===== config.mk =====
export PLATFORM = sky130hd
export DESIGN_NAME = apb_master_nslave_flat
export DESIGN_NICKNAME = d
export VERILOG_FILES = /design/src/rtl/apb_master_nslave_if.sv /design/src/rtl/apb_master_nslave.sv /design/src/flat_wrapper.sv
export SDC_FILE = /design/constraint.sdc
export NUM_CORES = 1
export LEC_CHECK = 0
export BUFFER_PORTS_ARGS = -buffer_cell sky130_fd_sc_hd__clkbuf_2
export CORE_UTILIZATION = 48
export DETAILED_ROUTE_END_ITERATION = 6
export GPL_TIMING_DRIVEN = 0
export PLACE_DENSITY_LB_ADDON = 0.25
export SLEW_MARGIN = 20
export SYNTH_ARGS = -nofsm -noshare
export SYNTH_HDL_FRONTEND = slang
export SYNTH_SLANG_ARGS = --single-unit

===== constraint.sdc =====
create_clock -name PCLK -period 4.6 [get_ports PCLK]
set_clock_uncertainty 0.1 [all_clocks]
set_input_delay 0.46 -clock PCLK [delete_from_list [all_inputs] [get_ports PCLK]]
set_output_delay 0.46 -clock PCLK [all_outputs]
set_load 0.05 [all_outputs]

===== src/rtl/apb_master_nslave_if.sv =====
// Command/response port plus the fan-out APB bus of the multi-slave APB master bridge.
interface apb_master_nslave_if #(
   parameter int ADDR_W     = 8,
   parameter int DATA_W     = 8,
   parameter int NUM_SLAVES = 2,
   parameter int SEL_W      = 2
);
   logic                         cmd_valid;
   logic                         cmd_ready;
   logic                         cmd_write;
   logic [SEL_W+ADDR_W-1:0]      cmd_addr;
   logic [DATA_W-1:0]            cmd_wdata;
   logic                         rsp_valid;
   logic                         rsp_err;
   logic [DATA_W-1:0]            rsp_rdata;
   logic [NUM_SLAVES-1:0]        PSEL;
   logic                         PENABLE;
   logic                         PWRITE;
   logic [ADDR_W-1:0]            PADDR;
   logic [DATA_W-1:0]            PWDATA;
   logic [NUM_SLAVES*DATA_W-1:0] PRDATA;
   logic [NUM_SLAVES-1:0]        PREADY;
   logic [NUM_SLAVES-1:0]        PSLVERR;

   // Bridge side: drives command handshake, responses and the APB request signals.
   modport master (
      input  cmd_valid, cmd_write, cmd_addr, cmd_wdata,
      output cmd_ready,
      output rsp_valid, rsp_err, rsp_rdata,
      output PSEL, PENABLE, PWRITE, PADDR, PWDATA,
      input  PRDATA, PREADY, PSLVERR
   );

   // Environment side: command source and the APB slaves.
   modport slave (
      output cmd_valid, cmd_write, cmd_addr, cmd_wdata,
      input  cmd_ready,
      input  rsp_valid, rsp_err, rsp_rdata,
      input  PSEL, PENABLE, PWRITE, PADDR, PWDATA,
      output PRDATA, PREADY, PSLVERR
   );
endinterface


===== src/rtl/apb_master_nslave.sv =====
// APB master bridge for NUM_SLAVES slaves: single commands in, SETUP/ACCESS transfers out,
// with slave-error forwarding, decode-error responses and a bounded wait-state timeout.
module apb_master_nslave #(
   parameter int ADDR_W     = 8,
   parameter int DATA_W     = 8,
   parameter int NUM_SLAVES = 2,
   parameter int SEL_W      = 2,
   parameter int TIMEOUT    = 15
) (
   input logic PCLK,
   input logic PRESET,
   apb_master_nslave_if.master bus
);

   localparam int CNT_W = $clog2(TIMEOUT + 1);

   typedef enum logic [1:0] {
      IDLE,
      SETUP,
      ACCESS
   } state_t;

   state_t              state_q, state_d;
   logic [SEL_W-1:0]    idx_q, idx_d;
   logic [ADDR_W-1:0]   paddr_q, paddr_d;
   logic [DATA_W-1:0]   pwdata_q, pwdata_d;
   logic                pwrite_q, pwrite_d;
   logic [CNT_W-1:0]    cnt_q, cnt_d;
   logic                rsp_valid_q, rsp_valid_d;
   logic                rsp_err_q, rsp_err_d;
   logic [DATA_W-1:0]   rsp_rdata_q, rsp_rdata_d;

   logic [SEL_W-1:0]      cmd_idx;
   logic                  decode_err;
   logic                  accept;
   logic [NUM_SLAVES-1:0] psel;
   logic                  pready_sel;
   logic                  pslverr_sel;
   logic [DATA_W-1:0]     prdata_sel;

   assign cmd_idx    = bus.cmd_addr[SEL_W+ADDR_W-1:ADDR_W];
   assign decode_err = int'(cmd_idx) >= NUM_SLAVES;
   assign accept     = bus.cmd_valid && (state_q == IDLE);

   // Pick out the addressed slave's return signals; a loop compare avoids an over-wide bit index.
   always_comb begin
      pready_sel  = 1'b0;
      pslverr_sel = 1'b0;
      prdata_sel  = '0;
      for (int i = 0; i < NUM_SLAVES; i++) begin
         if (idx_q == SEL_W'(i)) begin
            pready_sel  = bus.PREADY[i];
            pslverr_sel = bus.PSLVERR[i];
            prdata_sel  = bus.PRDATA[i*DATA_W +: DATA_W];
         end
      end
   end

   // One-hot select, only while a transfer is in SETUP or ACCESS.
   always_comb begin
      psel = '0;
      if (state_q != IDLE) begin
         for (int i = 0; i < NUM_SLAVES; i++) begin
            psel[i] = (idx_q == SEL_W'(i));
         end
      end
   end

   // Next-state logic: latch commands, sequence SETUP/ACCESS, count waits and build the response.
   always_comb begin
      state_d     = state_q;
      idx_d       = idx_q;
      paddr_d     = paddr_q;
      pwdata_d    = pwdata_q;
      pwrite_d    = pwrite_q;
      cnt_d       = cnt_q;
      rsp_valid_d = 1'b0;
      rsp_err_d   = 1'b0;
      rsp_rdata_d = '0;
      case (state_q)
         IDLE: begin
            if (accept) begin
               if (decode_err) begin
                  rsp_valid_d = 1'b1;
                  rsp_err_d   = 1'b1;
               end else begin
                  idx_d    = cmd_idx;
                  paddr_d  = bus.cmd_addr[ADDR_W-1:0];
                  pwdata_d = bus.cmd_wdata;
                  pwrite_d = bus.cmd_write;
                  state_d  = SETUP;
               end
            end
         end
         SETUP: begin
            cnt_d   = '0;
            state_d = ACCESS;
         end
         ACCESS: begin
            if (pready_sel) begin
               state_d     = IDLE;
               rsp_valid_d = 1'b1;
               rsp_err_d   = pslverr_sel;
               if (!pwrite_q && !pslverr_sel) begin
                  rsp_rdata_d = prdata_sel;
               end
            end else if (cnt_q == CNT_W'(TIMEOUT)) begin
               state_d     = IDLE;
               rsp_valid_d = 1'b1;
               rsp_err_d   = 1'b1;
            end else begin
               cnt_d = cnt_q + 1'b1;
            end
         end
         default: begin
            state_d = IDLE;
         end
      endcase
   end

   // State and output registers; reset also discards any response for an in-flight command.
   always_ff @(posedge PCLK) begin
      if (PRESET) begin
         state_q     <= IDLE;
         idx_q       <= '0;
         paddr_q     <= '0;
         pwdata_q    <= '0;
         pwrite_q    <= 1'b0;
         cnt_q       <= '0;
         rsp_valid_q <= 1'b0;
         rsp_err_q   <= 1'b0;
         rsp_rdata_q <= '0;
      end else begin
         state_q     <= state_d;
         idx_q       <= idx_d;
         paddr_q     <= paddr_d;
         pwdata_q    <= pwdata_d;
         pwrite_q    <= pwrite_d;
         cnt_q       <= cnt_d;
         rsp_valid_q <= rsp_valid_d;
         rsp_err_q   <= rsp_err_d;
         rsp_rdata_q <= rsp_rdata_d;
      end
   end

   assign bus.cmd_ready = (state_q == IDLE);
   assign bus.rsp_valid = rsp_valid_q;
   assign bus.rsp_err   = rsp_err_q;
   assign bus.rsp_rdata = rsp_rdata_q;
   assign bus.PSEL      = psel;
   assign bus.PENABLE   = (state_q == ACCESS);
   assign bus.PWRITE    = pwrite_q;
   assign bus.PADDR     = paddr_q;
   assign bus.PWDATA    = pwdata_q;

endmodule

===== src/flat_wrapper.sv =====
// flat-port wrapper written by rule: the top's interface ports become plain ports
module apb_master_nslave_flat 
#(
   parameter int ADDR_W     = 8,
   parameter int DATA_W     = 8,
   parameter int NUM_SLAVES = 2,
   parameter int SEL_W      = 2,
   parameter int TIMEOUT    = 15
)
  (PCLK, PRESET, bus_cmd_valid, bus_cmd_write, bus_cmd_addr, bus_cmd_wdata, bus_cmd_ready, bus_rsp_valid, bus_rsp_err, bus_rsp_rdata, bus_PSEL, bus_PENABLE, bus_PWRITE, bus_PADDR, bus_PWDATA, bus_PRDATA, bus_PREADY, bus_PSLVERR);
  apb_master_nslave_if #(.ADDR_W(ADDR_W), .DATA_W(DATA_W), .NUM_SLAVES(NUM_SLAVES), .SEL_W(SEL_W)) bus_i ();
  input logic PCLK;
  input logic PRESET;
  input wire logic [$bits(bus_i.cmd_valid)-1:0] bus_cmd_valid;
  input wire logic [$bits(bus_i.cmd_write)-1:0] bus_cmd_write;
  input wire logic [$bits(bus_i.cmd_addr)-1:0] bus_cmd_addr;
  input wire logic [$bits(bus_i.cmd_wdata)-1:0] bus_cmd_wdata;
  output wire logic [$bits(bus_i.cmd_ready)-1:0] bus_cmd_ready;
  output wire logic [$bits(bus_i.rsp_valid)-1:0] bus_rsp_valid;
  output wire logic [$bits(bus_i.rsp_err)-1:0] bus_rsp_err;
  output wire logic [$bits(bus_i.rsp_rdata)-1:0] bus_rsp_rdata;
  output wire logic [$bits(bus_i.PSEL)-1:0] bus_PSEL;
  output wire logic [$bits(bus_i.PENABLE)-1:0] bus_PENABLE;
  output wire logic [$bits(bus_i.PWRITE)-1:0] bus_PWRITE;
  output wire logic [$bits(bus_i.PADDR)-1:0] bus_PADDR;
  output wire logic [$bits(bus_i.PWDATA)-1:0] bus_PWDATA;
  input wire logic [$bits(bus_i.PRDATA)-1:0] bus_PRDATA;
  input wire logic [$bits(bus_i.PREADY)-1:0] bus_PREADY;
  input wire logic [$bits(bus_i.PSLVERR)-1:0] bus_PSLVERR;
  assign bus_i.cmd_valid = bus_cmd_valid;
  assign bus_i.cmd_write = bus_cmd_write;
  assign bus_i.cmd_addr = bus_cmd_addr;
  assign bus_i.cmd_wdata = bus_cmd_wdata;
  assign bus_cmd_ready = bus_i.cmd_ready;
  assign bus_rsp_valid = bus_i.rsp_valid;
  assign bus_rsp_err = bus_i.rsp_err;
  assign bus_rsp_rdata = bus_i.rsp_rdata;
  assign bus_PSEL = bus_i.PSEL;
  assign bus_PENABLE = bus_i.PENABLE;
  assign bus_PWRITE = bus_i.PWRITE;
  assign bus_PADDR = bus_i.PADDR;
  assign bus_PWDATA = bus_i.PWDATA;
  assign bus_i.PRDATA = bus_PRDATA;
  assign bus_i.PREADY = bus_PREADY;
  assign bus_i.PSLVERR = bus_PSLVERR;
  apb_master_nslave #(.ADDR_W(ADDR_W), .DATA_W(DATA_W), .NUM_SLAVES(NUM_SLAVES), .SEL_W(SEL_W), .TIMEOUT(TIMEOUT)) u_core (.PCLK(PCLK), .PRESET(PRESET), .bus(bus_i));
endmodule

Yosys cells after proc, flatten, opt, wreduce, memory -nomap -nowiden
Cells that the tools add are included.
{ "totals": {"ff_bits": 35, "input_bits": 42, "output_inout_bits": 31, "elab_cells": 58} }
{ "classes": {"addsub": 1, "n_lt_le_gt_ge": 1, "eq_ne": 9, "n_mux": 22, "n_bitwise": 4, "reduce_logical": 12} }
{ "ops": {"columns": ["operator", "count"], "rows": [
  ["8-bit two-way mux", 2],
  ["2-bit two-way mux", 5],
  ["1-bit two-way mux", 9],
  ["3-bit AND reduction", 3],
  ["4-bit two-way mux", 2],
  ["4-bit one-hot mux with 2 select lines", 1],
  ["2-bit inequality test, second input constant", 3],
  ["2-bit one-hot mux with 3 select lines", 1],
  ["4-bit by 1-bit adder with 4-bit output, second input constant", 1],
  ["2-bit by 1-bit equality test with 1-bit output, second input constant", 2],
  ["4-bit equality test, second input constant", 1],
  ["2-bit logical NOT", 2],
  ["1-bit inverter", 4],
  ["1-bit one-hot mux with 2 select lines", 2],
  ["2-bit nonzero test", 2],
  ["4-bit OR reduction", 1],
  ["3-bit by 1-bit inequality test with 1-bit output, second input constant", 1],
  ["2-bit equality test, second input constant", 1],
  ["2-bit >= comparator, second input constant", 1],
  ["1-bit logical AND", 2],
  ["1-bit logical NOT", 2],
  ["2-bit by 1-bit inequality test with 1-bit output, second input constant", 1]
]} }

Longest topological paths before layout
{ "depth": {"word_depth": 7, "ltp_mapped": 8, "ltp_nobuf": 6} }

Least setup slack after synthesis
Ideal clock, no wire load.
{ "synth_timing": {"kind": "reg-to-output", "from": "register u_core.state_q[0]", "to": "output port bus_PSEL[1]", "arrival_ps": 2061, "path_slack_ps": 1979, "path_stages_with_launch": 4, "n_path_buf": 0, "path_cell_list": "dfxtp_1 inv_1 ha_1 nor3b_1"} }
{ "synth_via": {"elab_chain_len": 2} }
{ "synth_lines": {"columns": ["item", "line", "text"], "rows": [
  ["start, declared", "apb_master_nslave.sv:23", "state_t state_q, state_d;"],
  ["start signal, assigned", "apb_master_nslave.sv:134", "state_q <= state_d;"],
  ["2-bit nonzero test", "apb_master_nslave.sv:62", "if (state_q != IDLE) begin"],
  ["2-bit two-way mux", "apb_master_nslave.sv:62", null],
  ["end, declared", "flat_wrapper.sv:22", "output wire logic [$bits(bus_i.PSEL)-1:0] bus_PSEL;"]
]} }
Every way passes these cells.

Worst setup path in the final report
{ "layout_timing": {"from": "register u_core.idx_q[0]", "to": "output port bus_PSEL[1]"} }
{ "layout_via": {"elab_chain_len": 2} }
{ "layout_lines": {"columns": ["item", "line", "text"], "rows": [
  ["start, declared", "apb_master_nslave.sv:24", "logic [SEL_W-1:0] idx_q, idx_d;"],
  ["start signal, assigned", "apb_master_nslave.sv:135", "idx_q <= idx_d;"],
  ["2-bit by 1-bit equality test with 1-bit output", "apb_master_nslave.sv:64", "psel[i] = (idx_q == SEL_W'(i));"],
  ["2-bit two-way mux", "apb_master_nslave.sv:62", null]
]} }
Every way passes these cells.

==> impl_metrics.csv <==
group,metric,value,unit
status,status,"finished with violations",
status,violations,"design-rule violations",
floorplanning,initial_core_util,51.79,%
power,power.density,425.3,nW/µm²
finish,drive_gt1_share,34.69,%
placed_design,port_buffers,72,
routing,ant_nets,0,
timing,max-slew-margin-rel,56.70,%
placed_design,gp_congestion,0.8028,
finish,nFillCells,268,
finish,area.growth.synth_to_final,30.66,%
global_route,antenna_found_initial,0,
yosys,postSynth.asyncResetShare,0,%
yosys,ys_ff_latch,35,
finish,mostFrequentLayoutCells,"clkbuf_2 (72), nand2_1 (38), dfxtp_1 (35), a21oi_1 (20), mux2i_1 (11)",
yosys,yosys_warnings,0,
min_path,min_path_cells,3,
timing,setup_viol,0,
placed_design,post_dp_cell_area,1864,µm²
yosys,syn_avg_cell_area,8.880,µm²
run,max-cap-violations,0,
worst_setup_path,critPathRequiredTime,4.04,ns
timing,drv_slew,0,
finish,final_common_cell,"clkbuf_2",
worst_setup_path,reg2regPathDepth,7,
cts,cts_inserted_buffers,5,
floorplanning,rows,19,
timing,finalHoldViolCount,0,
timing,fin_tns_setup,0,ns
floorplanning,dieWidth,57.25,µm
worst_setup_path,arrival,1.84,ns
cts,insertion_delay,0.32,ns
global_route,grt_use_total,20.26,%
finish,finalNonFillerCells,276,
floorplanning,die-area,3278,µm²
worst_setup_path,r2r_start,"u_core.state_q[0]",
yosys,synth-edff-count,0,
timing,fin_crit,2.400,ns
routing,dr.pass1.iters,6,
routing,vias_per_cell,4.967,
power,p_leak,0.0008687,µW
timing,fin_crit_sh,52.18,%
worst_setup_path,critPathMaxFanout,10,
cts,post_cts_resized,0,
yosys,synth_cell_types,33,
yosys,synth_top_cells_by_area,"dfxtp_1 (48%), nand2_1 (9.7%), mux2i_1 (7.5%)",
worst_setup_path,crit_start,"u_core.idx_q[0]",
cts,cts.hold.buffers_added,0,
cts,clk_transition_reported_paths,0.10,ns
cts,root_buffer,"clkbuf_4",
routing,drt-total-wl,3194,µm
global_route,grt_max_degree,11,
yosys,synth-main-ff-cell,"dfxtp_1",
min_path,min-delay-start,"bus_cmd_addr[0]",
min_path,min_path_type,"in -> reg",
floorplanning,die_h,57.25,µm
yosys,syn-num-nets,212,
yosys,yosys.area.top_type,"dfxtp_1",
routing,vias,1371,
worst_setup_path,regToRegSetupSlack,2.72,ns
routing,drc,5,
timing,rsz0062_at_grt,"no",
global_route,grt.overflow.total,0,
finish,design_area,1914,µm²
worst_setup_path,endpoint_kind,"primary output",
placed_design,place_inst,268,
global_route,first_global_vias,1259,
timing,fmax,0.4166,GHz
timing,holdWs,0.2465,ns
power,ir_worst_vdd,0.0002962,V
finish,antenna_cells,0,
cts,cts_max_level,2,
cts,tritoncts,"built",
global_route,grt_pass1_wl,5188,µm
finish,post-route-util,67.67,%
finish,nets,291,
timing,tightest_slew,0.6495,ns
cts,cts_sinks,35,
routing,routedWlPerCell,11.57,µm
yosys,synth_cells,165,
cts,cts_setup_buffers,0,
floorplanning,io_pins,73,
floorplanning,coreArea,2829,µm²
cts,cts.path.max_buffers,2,
yosys,synth-seq-area-share,47.82,%
worst_setup_path,critPathKind,"reg -> out",
placed_design,hpwlAfterDp,2473,µm
routing,drtIter0Drc,31,
yosys,syn-cell-area,1465,µm²
worst_setup_path,start_kind,"register",
yosys,synth_top_area_share,47.82,%
routing by layer:
layer	routed length [µm]	up-vias	GRT usage [%]
met5	0	-	0
met4	16	0	4.181
met3	202	2	4.989
met2	1599	49	37.14
met1	1376	606	23.96
li1	-	714	-
power breakdown:
part | switching, µW | leakage (µW) | total [µW] | internal [µW]
Combinational | 223 | 0.000555 | 317 | 93.4
Clock | 94.2 | 0.0000293 | 154 | 59.6
Sequential | 13.6 | 0.000284 | 344 | 330
sequential cells by signal, summed over array words and instances (netlist names):
| register | count |
|---|---|
| u_core.bus.PADDR | 8 |
| u_core.bus.PWDATA | 8 |
| u_core.bus.rsp_rdata | 8 |
| u_core.cnt_q | 4 |
| u_core.idx_q | 2 |
| u_core.state_q | 2 |
| u_core.bus.PWRITE | 1 |
| u_core.bus.rsp_err | 1 |
| u_core.bus.rsp_valid | 1 |
synthesized netlist by cell type, types with 2 or more instances:
master     n
or2_1      2
buf_2      3
o21ai_0    2
nor2_1     9
inv_1      2
nor4b_1    2
nand2b_1   9
dfxtp_1   35
nor3_1     2
nand3_1    2
nand2_1   38
clkbuf_1   4
mux2i_1   11
ha_1       5
a21oi_1   20
nor3b_1    2
logic make-up after synthesis:
kind of cell               Yosys count  synth area share [%]
AOI/OAI and AO/OA                   29                 11.19
muxes                               12                 9.052
adders and majority gates            5                 4.270
and+or+nand+nor                     74                 24.34
buffers and inverters               10                 3.330
DFF                                 35                 47.82
critical path: stages (launching register included):
cell	delay [ns]
dfxtp_1	0.34
buf_6	0.12
clkbuf_1	0.50
nor3b_1	0.25
clkbuf_2	0.31
cell type report:
class	count	area [µm²]	area share, %
Multi-Input combinational cell	120	715.7	37.39
Sequential cell	35	700.7	36.60
Timing Repair Buffer	72	360.3	18.82
Clock buffer	7	45.04	2.353
Buffer	8	41.29	2.157
Tap cell	31	38.79	2.026
Inverter	2	7.507	0.3922
Clock inverter	1	5.005	0.2614
stage by stage:
step           power, µW  worst slack [ns]
2_1_floorplan      590.2             1.979
3_3_place_gp       662.6             2.586
3_5_place_dp       668.8             2.532
4_1_cts            821.3             2.167
5_1_grt            858.1             2.073
6_report           814.1             2.200
final timing paths:
check / endpoint
setup / recovery: bus_PSEL[1]
hold reg to reg: u_core.bus.PWDATA[3]
hold / removal: u_core.bus.PADDR[0]
setup reg to reg: u_core.bus.PWDATA[1]
Note: power is estimated with default switching activity, not from simulation.
